### src/rtl/upsample2x_stream.sv
// upsample2x_stream: streaming nearest-neighbour 2x upsampler.
// Takes an InputH x InputW map of elements in row-major order, one element
// per beat, and produces the 2*InputH x 2*InputW map one element per beat.
// In ROW0 each element is emitted twice as it arrives and is also stored in
// a line buffer. In ROW1 the stored row is replayed, again twice per element.
// Element bit patterns are passed through unchanged.
//
// Optional build macro: UPSAMPLE_FRAME_CNT_EN adds a 32-bit frame_cnt output
// that counts completed output frames. Without the macro that port and its
// counter are absent, and the data path behaves the same.
module upsample2x_stream #(
    parameter int DATA_WIDTH = 16,
    parameter int InputH     = 13,
    parameter int InputW     = 13
) (
    input  logic                  clk,
    input  logic                  reset,
    input  logic [DATA_WIDTH-1:0] in_data,
    input  logic                  in_valid,
    output logic                  in_ready,
    output logic [DATA_WIDTH-1:0] out_data,
    output logic                  out_valid,
    input  logic                  out_ready,
`ifdef UPSAMPLE_FRAME_CNT_EN
    output logic [31:0]           frame_cnt,
`endif
    output logic                  out_last
);

    // acc counts 0..InputW, so it needs one state more than the column index.
    localparam int ACC_W = $clog2(InputW + 1);
    localparam int COL_W = (InputW > 1) ? $clog2(InputW) : 1;
    localparam int ROW_W = (InputH > 1) ? $clog2(InputH) : 1;

    localparam logic [ACC_W-1:0] ACC_FULL = ACC_W'(InputW);
    localparam logic [COL_W-1:0] COL_LAST = COL_W'(InputW - 1);
    localparam logic [ROW_W-1:0] ROW_LAST = ROW_W'(InputH - 1);

    // ROW0 passes the live row through; ROW1 replays it from the line buffer.
    typedef enum logic {
        ROW0 = 1'b0,
        ROW1 = 1'b1
    } state_e;

    state_e                  state_q, state_d;
    logic [DATA_WIDTH-1:0]   pix_q, pix_d;
    logic [ACC_W-1:0]        acc_q, acc_d;
    logic [COL_W-1:0]        col_q, col_d;
    logic                    dup_q, dup_d;
    logic [ROW_W-1:0]        row_q, row_d;
    logic                    out_valid_q, out_valid_d;

    logic [DATA_WIDTH-1:0]   lb_q [InputW];
    logic                    lb_we;
    logic [COL_W-1:0]        lb_waddr;

    logic                    in_xfer;
    logic                    out_xfer;

    // An output beat leaves whenever the held element meets a ready downstream.
    assign out_xfer  = out_valid_q && out_ready;
    assign out_valid = out_valid_q;

    // The frame ends on the second copy of the last replayed element of the last row.
    assign out_last = (state_q == ROW1) && (row_q == ROW_LAST) &&
                      (col_q == COL_LAST) && dup_q;

    // Next-state and output decode for the row FSM and its counters.
    always_comb begin
        // NOTE: every variable assigned here gets a default first, so no path
        // leaves one unassigned and no latch is inferred.
        state_d     = state_q;
        pix_d       = pix_q;
        acc_d       = acc_q;
        col_d       = col_q;
        dup_d       = dup_q;
        row_d       = row_q;
        out_valid_d = out_valid_q;
        in_ready    = 1'b0;
        in_xfer     = 1'b0;
        out_data    = pix_q;
        lb_we       = 1'b0;
        lb_waddr    = acc_q[COL_W-1:0];

        case (state_q)
            ROW0: begin
                // A new element may enter when the output is empty, or in the
                // same cycle that the second copy of the current one leaves.
                in_ready = (acc_q < ACC_FULL) &&
                           (!out_valid_q || (out_ready && dup_q));
                in_xfer  = in_valid && in_ready;
                out_data = pix_q;

                if (in_xfer) begin
                    pix_d       = in_data;
                    lb_we       = 1'b1;
                    acc_d       = acc_q + ACC_W'(1);
                    out_valid_d = 1'b1;
                    dup_d       = 1'b0;
                end else if (out_xfer) begin
                    if (!dup_q) begin
                        dup_d = 1'b1;
                    end else if (acc_q == ACC_FULL) begin
                        // The row is complete, so start the replay. out_valid
                        // stays high to avoid a bubble going into ROW1.
                        state_d = ROW1;
                        col_d   = '0;
                        dup_d   = 1'b0;
                    end else begin
                        // Second copy is gone and nothing new arrived.
                        out_valid_d = 1'b0;
                    end
                end
            end

            ROW1: begin
                out_data = lb_q[col_q];

                if (out_xfer) begin
                    dup_d = !dup_q;
                    if (dup_q) begin
                        col_d = col_q + COL_W'(1);
                        if (col_q == COL_LAST) begin
                            // Replay is done: return to the live row with one bubble.
                            col_d       = '0;
                            acc_d       = '0;
                            state_d     = ROW0;
                            out_valid_d = 1'b0;
                            row_d       = (row_q == ROW_LAST) ? '0
                                                              : row_q + ROW_W'(1);
                        end
                    end
                end
            end

            default: begin
                state_d = ROW0;
            end
        endcase
    end

    // Control and data registers with a synchronous active-high reset.
    always_ff @(posedge clk) begin
        // NOTE: sequential state uses non-blocking assignments, so every
        // register samples the values that were present before the edge.
        if (reset) begin
            state_q     <= ROW0;
            pix_q       <= '0;
            acc_q       <= '0;
            col_q       <= '0;
            dup_q       <= 1'b0;
            row_q       <= '0;
            out_valid_q <= 1'b0;
        end else begin
            state_q     <= state_d;
            pix_q       <= pix_d;
            acc_q       <= acc_d;
            col_q       <= col_d;
            dup_q       <= dup_d;
            row_q       <= row_d;
            out_valid_q <= out_valid_d;
        end
    end

    // Line buffer: stores the live row for replay.
    always_ff @(posedge clk) begin
        // NOTE: the buffer has no reset. Every entry is written in ROW0 before
        // ROW1 reads it, so stale contents are never observed.
        if (lb_we) begin
            lb_q[lb_waddr] <= in_data;
        end
    end

`ifdef UPSAMPLE_FRAME_CNT_EN
    logic [31:0] frame_cnt_q;

    // Count completed output frames; the counter wraps naturally at 2^32.
    always_ff @(posedge clk) begin
        if (reset) begin
            frame_cnt_q <= '0;
        end else if (out_xfer && out_last) begin
            frame_cnt_q <= frame_cnt_q + 32'd1;
        end
    end

    assign frame_cnt = frame_cnt_q;
`endif

endmodule

### config.mk
export PLATFORM = sky130hd
export DESIGN_NAME = upsample2x_stream
export DESIGN_NICKNAME = d
export VERILOG_FILES = /design/src/rtl/upsample2x_stream.sv
export SDC_FILE = /design/constraint.sdc
export NUM_CORES = 1
export LEC_CHECK = 0
export ABC_AREA = 1
export ABC_CLOCK_PERIOD_IN_PS = 2340
export BUFFER_PORTS_ARGS = -buffer_cell sky130_fd_sc_hd__buf_4
export CAP_MARGIN = 20
export CORE_ASPECT_RATIO = 0.5
export CORE_UTILIZATION = 56
export CTS_CLUSTER_SIZE = 20
export DETAILED_ROUTE_END_ITERATION = 16
export PLACE_DENSITY = 0.76
export SYNTH_ARGS = -nofsm -noshare
export SYNTH_HDL_FRONTEND = slang
export SYNTH_SLANG_ARGS = --single-unit
### constraint.sdc
create_clock -name clk -period 2.34 [get_ports clk]
set_input_delay 0.468 -clock clk [delete_from_list [all_inputs] [get_ports clk]]
set_output_delay 0.468 -clock clk [all_outputs]
set_load 0.03 [all_outputs]
==> flow_summary.ini, run 1 <==
[clock_tree]
cts_tree = built
clockBufferDepth = 3
root_buffer = clkbuf_16
clk_pin_slew_worst_paths_ns = 0.07
hold_buffers = 0
cts.sinks = 243
clock_latency_ns = 0.52
cts_made_buffers = 21
cts.htree.levels = 1

[logic_synthesis]
avgSynthCellArea_um2 = 9.990
postSynthCellCount = 1046
yosys.cell_count.top_type = nand2_1
ys_warn_count = 0
yosys-top-cells-area = edfxtp_1 60%, nand2_1 12%, dfxtp_1 6.7%
synth.cell_area_mm2 = 0.01045
synthArstFlopShare_pct = 0
syn_nets = 1074
synth-seq-area-share_pct = 66.48
synthDistinctLibCells = 30
synth_top_area_cell = edfxtp_1
synth_edf_count = 208
ys_ff_latch = 243
synthTopCellsByCount = 326 x nand2_1, 208 x edfxtp_1, 140 x nand3_1, 110 x inv_1, 75 x nor2_1
ys.flop_type = edfxtp_1
netlist.area_leader.share_pct = 59.77

[place]
port_buffers = 38
gp_congestion = 0.8039
hpwl_mm = 15.22
dp_cells = 1301

[floorplanning]
ios = 39
initial_core_util_pct = 58.63
core_area_mm2 = 0.01782
rows = 34
die_height_um = 98.60
die_w_um = 195.2
die_area_mm2 = 0.01924

[sta]
hold_ws_ns = 0.2185
max_freq_ghz = 0.3950
setup_ws_ns = -0.1918
rsz0062_at_grt = yes
worstMarginPinSlew_ns = 0.4062
finalCriticalPeriod_ns = 2.532
finalCritPeriodShare_pct = 108.2
setup_viol_count_final = 16
maxSlewViolCount = 0
hold_violations = 0
slew_headroom_pct = 72.92
finClkSkew_ns = 0.02044

[power]
power.density_mw_per_mm2 = 689.2
power.total_uw = 8598
vdd_ir_drop_max_v = 0.0004646
leakagePower_uw = 0.005104

[routing]
first_pass_iters = 6
wirelength_mm = 28.22
ant_nets = 0
drc = 0
first_iter_violations = 1026
wl_per_cell_um = 20.81
drt-vias-per-instance = 5.746
via_count = 7792

[worst_hold_path]
min_path_type = input pin to flip-flop
hold_end = acc_q[3]$_SDFFE_PP0P_
min_from = reset
hold_depth = 2

[finish]
diodes = 0
final_cells = 1356
area_growth_pct = 19.38
layout.nets = 1135
fillerInstances = 1209
drive_gt1_share_pct = 18.00
final_util_pct = 69.99

[setup_path]
cp.arrival_ns = 2.06
cp.required_ns = 1.87
path_max_fanout = 5
worst_setup_path_start_kind = flip-flop
regToRegEndpoint = lb_q[12][14]$_DFFE_PP_
r2r_setup_slack_ns = 0.24
ff2ff_path_depth = 9
end_kind = output pin
worstSetupPathType = flip-flop to output pin
r2r-start = acc_q[0]$_SDFFE_PP0P_

[global_routing]
antenna_found_initial = 0
first_global_vias = 7702
grt_overflow = 0
grt_max_degree = 36
gr-usage-all-layers_pct = 28.97
grt_pass1_wl_mm = 41.95

[run_status]
violations = setup timing
status = finished, violations left

[job]
maxCapViolations = 0
-- power breakdown --
part / total [uW] / internal, uW / switching [uW] / leakage (uW)
Combinational: 468 / 150 / 318 / 0.00262
Clock: 3330 / 1800 / 1540 / 0.000323
Sequential: 4800 / 4770 / 29.6 / 0.00217
Total: 8600 / 6710 / 1880 / 0.00510
-- worst max-delay path, stage by stage (launching register included) --
cell	delay, ns
dfxtp_4	0.39
buf_12	0.14
buf_12	0.14
clkbuf_16	0.16
nand2_2	0.08
nand3_2	0.06
nand3_1	0.07
nand2_1	0.06
nor2_2	0.15
nor2_4	0.07
nor2_4	0.10
buf_6	0.14
-- registers in the layout, indices dropped and copies added, names as in the netlist, named ones only --
name       flops
acc_q          4
col_q          4
dup_q          1
lb_q         208
out_valid      1
pix_q         16
row_q          4
state_q        1
-- metrics by stage --
stage	setup slack (ns)	TNS (ns)	cell area (um^2)
after floorplan	-0.2153	-31.00	10450
after global placement	0.3262	0	11210
after detailed placement	0.2600	0	11210
after CTS	-0.1393	-1.670	12190
after global routing	-0.2560	-3.499	12480
final	-0.1918	-2.233	12480
-- cell type report --
| cell class | count | area [um^2] | area share [%] |
|---|---|---|---|
| Multi-Input combinational cell | 632 | 3022 | 24.22 |
| Sequential cell | 243 | 6952 | 55.72 |
| Clock buffer | 31 | 603.1 | 4.834 |
| Clock inverter | 7 | 38.79 | 0.3109 |
| Tap cell | 234 | 292.8 | 2.347 |
| Timing Repair Buffer | 92 | 1114 | 8.926 |
| Inverter | 117 | 454.2 | 3.641 |
-- placed cells by master, fill, tap and decap left out, types with 8 or more instances in the layout --
cell,instances
nand2_1,304
edfxtp_1,208
nand3_1,125
inv_1,109
nor2_1,69
buf_4,53
dfxtp_1,33
clkbuf_16,27
a21oi_1,26
nand2_2,23
o21ai_0,20
nand3_2,18
buf_6,16
buf_12,11
nor3_2,10
ha_1,8
-- cells by family (layout without fill, tap and decap cells) --
logic type | count (synthesis) | in the layout | synth area share [%]
adders and majority gates | 8 | 8 | 0.9579
DFF | 243 | 243 | 66.48
buffers and inverters | 171 | 247 | 6.753
AOI/OAI and AO/OA | 54 | 54 | 2.718
xor gates and xnor gates | 4 | 4 | 0.3352
and+or+nand+nor | 566 | 566 | 22.76
-- per-layer routing --
layer	share of wire, %	vias to the layer above	GRT usage, %
met5	0	-	0
met4	2.5	0	8.783
met3	12	71	5.749
met2	48	481	47.28
met1	38	3688	39.79
li1	-	3552	-
-- how the worst max path moves through the flow --
| stage | endpoint |
|---|---|
| finish | out_data[11] |
| global route | out_data[11] |
| CTS | out_data[7] |
| detailed placement | lb_q[12][5]$_DFFE_PP_ |
| global placement | out_data[7] |
| floorplan | lb_q[1][0]$_DFFE_PP_ |
-- repair_timing --
action,in CTS,in global routing
setup buffers,4,3
pin swaps,4,26
gates cloned,5,6
endpoints found under the setup margin,16,16
resized for setup,46,35
hold endpoints to repair,0,0
Note: power is estimated with default switching activity, not from simulation.
==> run 2, diff against run 1 <==
--- a/config.mk
+++ b/config.mk
@@ -13,7 +13,7 @@
 export CORE_UTILIZATION = 56
 export CTS_CLUSTER_SIZE = 20
 export DETAILED_ROUTE_END_ITERATION = 16
-export PLACE_DENSITY = 0.76
+export PLACE_DENSITY = 0.75
 export SYNTH_ARGS = -nofsm -noshare
 export SYNTH_HDL_FRONTEND = slang
 export SYNTH_SLANG_ARGS = --single-unit
==> run 2 against run 1 <==
The run still ends with setup timing left. Total power grew 1.2%. First-iteration DRC count grew 6.4%. Critical path type unchanged. Non-clock buffer count grew 5. Sequential power is essentially flat. Clock skew shrank 0.0081 ns. Cell count grew 0.37%. Sequential cell count is the same.
==> flow_summary.ini, run 2 (same netlist as run 1, synthesis figures left out) <==
[setup_path]
worst_setup_path_start_kind = flip-flop
r2r-start = acc_q[0]$_SDFFE_PP0P_
cp.required_ns = 1.87
worstSetupPathType = flip-flop to output pin
cp.arrival_ns = 2.03
ff2ff_path_depth = 8
end_kind = output pin
path_max_fanout = 9

[place]
hpwl_mm = 15.42
gp_congestion = 0.8257
port_buffers = 38
postPlaceCellArea_mm2 = 0.01121
post-place-ws_ns = 0.2065
dp_cells = 1307

[power]
p_switching_uw = 1874
power_frac_seq_pct = 55.1
leakagePower_uw = 0.005163
power.density_mw_per_mm2 = 685.1
switching_share_pct = 21.55
p_int_uw = 6825
pwr-share-clk_pct = 39.2
power_frac_comb_pct = 5.6
power.total_uw = 8699
vdd_ir_drop_max_v = 0.0006546

[sta]
max_freq_ghz = 0.3997
finClkSkew_ns = 0.01235
worstMarginPinSlew_ns = 0.4831
hold_violations = 0
slew_headroom_pct = 67.76
rsz0062_at_grt = yes
maxSlewViolCount = 0
finalCritPeriodShare_pct = 106.9
finalCriticalPeriod_ns = 2.502
fin_tns_setup_ns = -1.357
setup_ws_ns = -0.1619
setup_viol_count_final = 16

[finish]
largest_register_ff_count = 208
top_regs = lb_q x208, pix_q x16
layout.nets = 1140
final_common_cell = nand2_1
multi_input_area_mm2 = 0.003164
register_area_mm2 = 0.006955
diodes = 0
fillerInstances = 1119
final_cells = 1361
stdcell_area_mm2 = 0.01270
drive_gt1_share_pct = 21.56
final_cell_mix = 281 x nand2_1, 208 x edfxtp_1, 111 x nand3_1, 110 x inv_1, 72 x nor2_1
regMostFlops = lb_q
area_growth_pct = 21.52

[clock_tree]
cts_tree = built
root_buffer = clkbuf_16
clock_latency_ns = 0.51
cts.sinks = 243
cts.htree.levels = 1
cts_made_buffers = 21
clockBufferDepth = 3
clk_pin_slew_worst_paths_ns = 0.07

[routing]
wirelength_mm = 28.39
wl_per_cell_um = 20.86
ant_nets = 0
drt-vias-per-instance = 5.852
via_count = 7965
first_pass_iters = 5
drc = 0
first_iter_violations = 1092

[run_status]
status = finished, violations left
violations = setup timing

[floorplanning]
ios = 39
die_w_um = 195.2
die_area_mm2 = 0.01924
core_area_mm2 = 0.01782
rows = 34
die_height_um = 98.60
initial_core_util_pct = 58.63

[global_routing]
grt_max_degree = 39
grt_pass1_wl_mm = 41.54
antenna_found_initial = 0
gr-usage-all-layers_pct = 28.74
first_global_vias = 7603
grt_overflow = 0

[worst_hold_path]
hold_depth = 2
min_path_type = input pin to flip-flop
min_from = reset

[job]
maxCapViolations = 0
-- run 2: power groups by stage --
stage	registers [uW]	clock network, uW	logic (uW)
global route	4800	3580	522
finish	4800	3410	490
detailed placement	4890	0	436
global placement	4890	0	425
floorplan	4890	0	225
CTS	4790	3410	466
-- run 2: layer usage --
layer / GRT usage (%) / share of wire, % / vias up
li1: - / - / 3570
met1: 41.07 / 41 / 3881
met2: 46.15 / 46 / 460
met3: 4.586 / 11 / 54
met4: 8.237 / 2.3 / 0
met5: 0 / 0 / -
-- run 2: worst paths after layout --
path | to | slack [ns]
max | out_data[0] | -0.16
min | acc_q[3]$_SDFFE_PP0P_ | 0.22
max reg2reg | lb_q[1][15]$_DFFE_PP_ | 0.17
min reg2reg | pix_q[12]$_SDFFE_PP0P_ | 0.49
-- run 2: timing repair --
| action | in CTS | in global routing |
|---|---|---|
| gates cloned | 5 | 6 |
| gates resized for setup | 73 | 68 |
| pin swaps | 13 | 38 |
| endpoints found under the setup margin | 16 | 16 |
| setup buffers | 6 | 1 |
| hold buffers | 0 | 0 |
-- run 2: layout make-up --
cell class | count | area share, %
repair buffers | 97 | 9.144
inverters | 117 | 3.596
clock inverters | 3 | 0.1478
clock buffers | 35 | 5.114
multi-input cells | 632 | 24.92
flip-flops and latches | 243 | 54.77
well taps | 234 | 2.306
-- run 2: worst max-delay path: stages, from the launching register on --
cell     delay (ns)
dfxtp_4        0.43
buf_8          0.16
buf_12         0.14
nand2_2        0.05
nand2_1        0.10
nand2_1        0.08
nand3_2        0.09
nand2_2        0.08
nand2_2        0.07
nand3_2        0.07
nand2_2        0.11
buf_6          0.13
-- run 2: metrics by stage --
stage / hold slack [ns] / util (%)
floorplan: 0.4554 / -
global placement: 0.4632 / 62.92
detailed placement: 0.4768 / 62.92
CTS: 0.2073 / 69.24
global route: 0.2114 / 71.24
finish: 0.2162 / 71.24
==> run 3, diff against run 2 <==
--- a/config.mk
+++ b/config.mk
@@ -13,7 +13,8 @@
 export CORE_UTILIZATION = 56
 export CTS_CLUSTER_SIZE = 20
 export DETAILED_ROUTE_END_ITERATION = 16
-export PLACE_DENSITY = 0.75
+export PLACE_DENSITY = 0.76
+export RECOVER_POWER = 25
 export SYNTH_ARGS = -nofsm -noshare
 export SYNTH_HDL_FRONTEND = slang
 export SYNTH_SLANG_ARGS = --single-unit
==> run 3 against run 2 <==
The run still ends with setup timing left. Sequential share of layout area up 1.1 points. Sequential cell count unchanged. Hold slack better by 0.0075 ns. Largest cell class unchanged. Global-route usage up 0.23 points. Register-to-register slack better by 0.06 ns. Clock skew up 0.0096 ns.
==> flow_summary.ini, run 3 (same netlist as run 1, synthesis figures left out) <==
[finish]
layout.nets = 1135
area_growth_pct = 18.99
stdcell_area_mm2 = 0.01243
final_common_cell = nand2_1
final_util_pct = 69.76
drive_gt1_share_pct = 17.02
final_cells = 1356
top_regs = lb_q x208, pix_q x16
regMostFlops = lb_q
largest_register_ff_count = 208
diodes = 0
final_cell_mix = 304 x nand2_1, 208 x edfxtp_1, 125 x nand3_1, 109 x inv_1, 69 x nor2_1

[worst_hold_path]
min_from = reset
min_path_type = input pin to flip-flop

[routing]
first_pass_iters = 6
wirelength_mm = 28.29
ant_nets = 0
drt-vias-per-instance = 5.783
wl_per_cell_um = 20.86
drc = 0
first_iter_violations = 1090
via_count = 7842

[setup_path]
cp.required_ns = 1.87
end_kind = output pin
cp.arrival_ns = 2.07
slowest_stage = dfxtp_4
path_delay_family = simple AND/OR/NAND/NOR gates
path_max_fanout = 5
r2r-start = acc_q[0]$_SDFFE_PP0P_
path_cells = buf_12, buf_12, clkbuf_16, nand2_2, nand3_2, nand3_1, nand2_1, nor2_2, nor2_4, nor2_4, buf_6
max_stage_delay_ns = 0.39
worstSetupPathType = flip-flop to output pin
worst_setup_path_start_kind = flip-flop
worst-path-buf-inv = 4

[floorplanning]
die_area_mm2 = 0.01924
rows = 34
core_area_mm2 = 0.01782
ios = 39
die_w_um = 195.2
initial_core_util_pct = 58.63
die_height_um = 98.60

[place]
port_buffers = 38
gp_congestion = 0.8039
postPlaceCellArea_mm2 = 0.01121
post-place-ws_ns = 0.2600
dp_cells = 1301
hpwl_mm = 15.22

[global_routing]
grt_overflow = 0
antenna_found_initial = 0
grt_max_degree = 36
gr-usage-all-layers_pct = 28.97
grt_pass1_wl_mm = 41.95
first_global_vias = 7702

[sta]
finalCriticalPeriod_ns = 2.538
slew_headroom_pct = 47.41
max_freq_ghz = 0.3940
setup_ws_ns = -0.1981
finalCritPeriodShare_pct = 108.5
maxSlewViolCount = 0
rsz0062_at_grt = yes
worstMarginPinSlew_ns = 0.7888
finClkSkew_ns = 0.02190
hold_violations = 0
setup_viol_count_final = 16

[power]
leakagePower_uw = 0.005065
power.density_mw_per_mm2 = 689.5
vdd_ir_drop_max_v = 0.0004645

[clock_tree]
clockBufferDepth = 3
cts_made_buffers = 21
clock_latency_ns = 0.51
cts.sinks = 243
cts_tree = built
clk_pin_slew_worst_paths_ns = 0.06
hold_buffers = 0
root_buffer = clkbuf_16
cts.htree.levels = 1

[job]
maxCapViolations = 0

[run_status]
violations = setup timing
status = finished, violations left
-- run 3: layout make-up --
cell class | count | area [um^2]
repair buffers | 92 | 1072
clock buffers | 31 | 603.1
well taps | 234 | 292.8
fillers | 1218 | 5390
clock inverters | 7 | 38.79
flip-flops and latches | 243 | 6952
multi-input cells | 632 | 3022
inverters | 117 | 454.2
-- run 3: final timing paths --
check | slack, ns | to | depth (start not counted)
worst max-delay path | -0.20 | out_data[11] | 11
worst min register to register | 0.48 | pix_q[14]$_SDFFE_PP0P_ | 2
worst max register to register | 0.23 | lb_q[12][10]$_DFFE_PP_ | 9
worst min-delay path | 0.22 | acc_q[3]$_SDFFE_PP0P_ | 2
-- run 3: power breakdown --
| group | switching (uW) | internal [uW] |
|---|---|---|
| Clock | 1520 | 1800 |
| Combinational | 321 | 141 |
| Sequential | 29.5 | 4770 |
-- run 3: what timing repair did --
item | in CTS | in global routing
resized for setup | 46 | 35
buffers inserted | 4 | 3
endpoints found under the setup margin | 16 | 16
gates cloned | 5 | 6
pin swaps | 4 | 26
-- run 3: layer usage --
layer	vias up	track usage [%]	routed length, um
li1	3559	-	-
met1	3707	39.79	11100
met3	65	5.749	3097
met2	511	47.28	13430
met5	-	0	0
met4	0	8.783	650
-- run 3: stage by stage --
stage                     hold slack [ns]  TNS, ns  power [uW]
after floorplan                    0.4554   -31.00        5116
after global placement             0.4643        0        5299
after detailed placement           0.4715        0        5314
after CTS                          0.2109   -1.670        8564
after global routing               0.2276   -3.499        8801
final                              0.2236   -2.275        8574
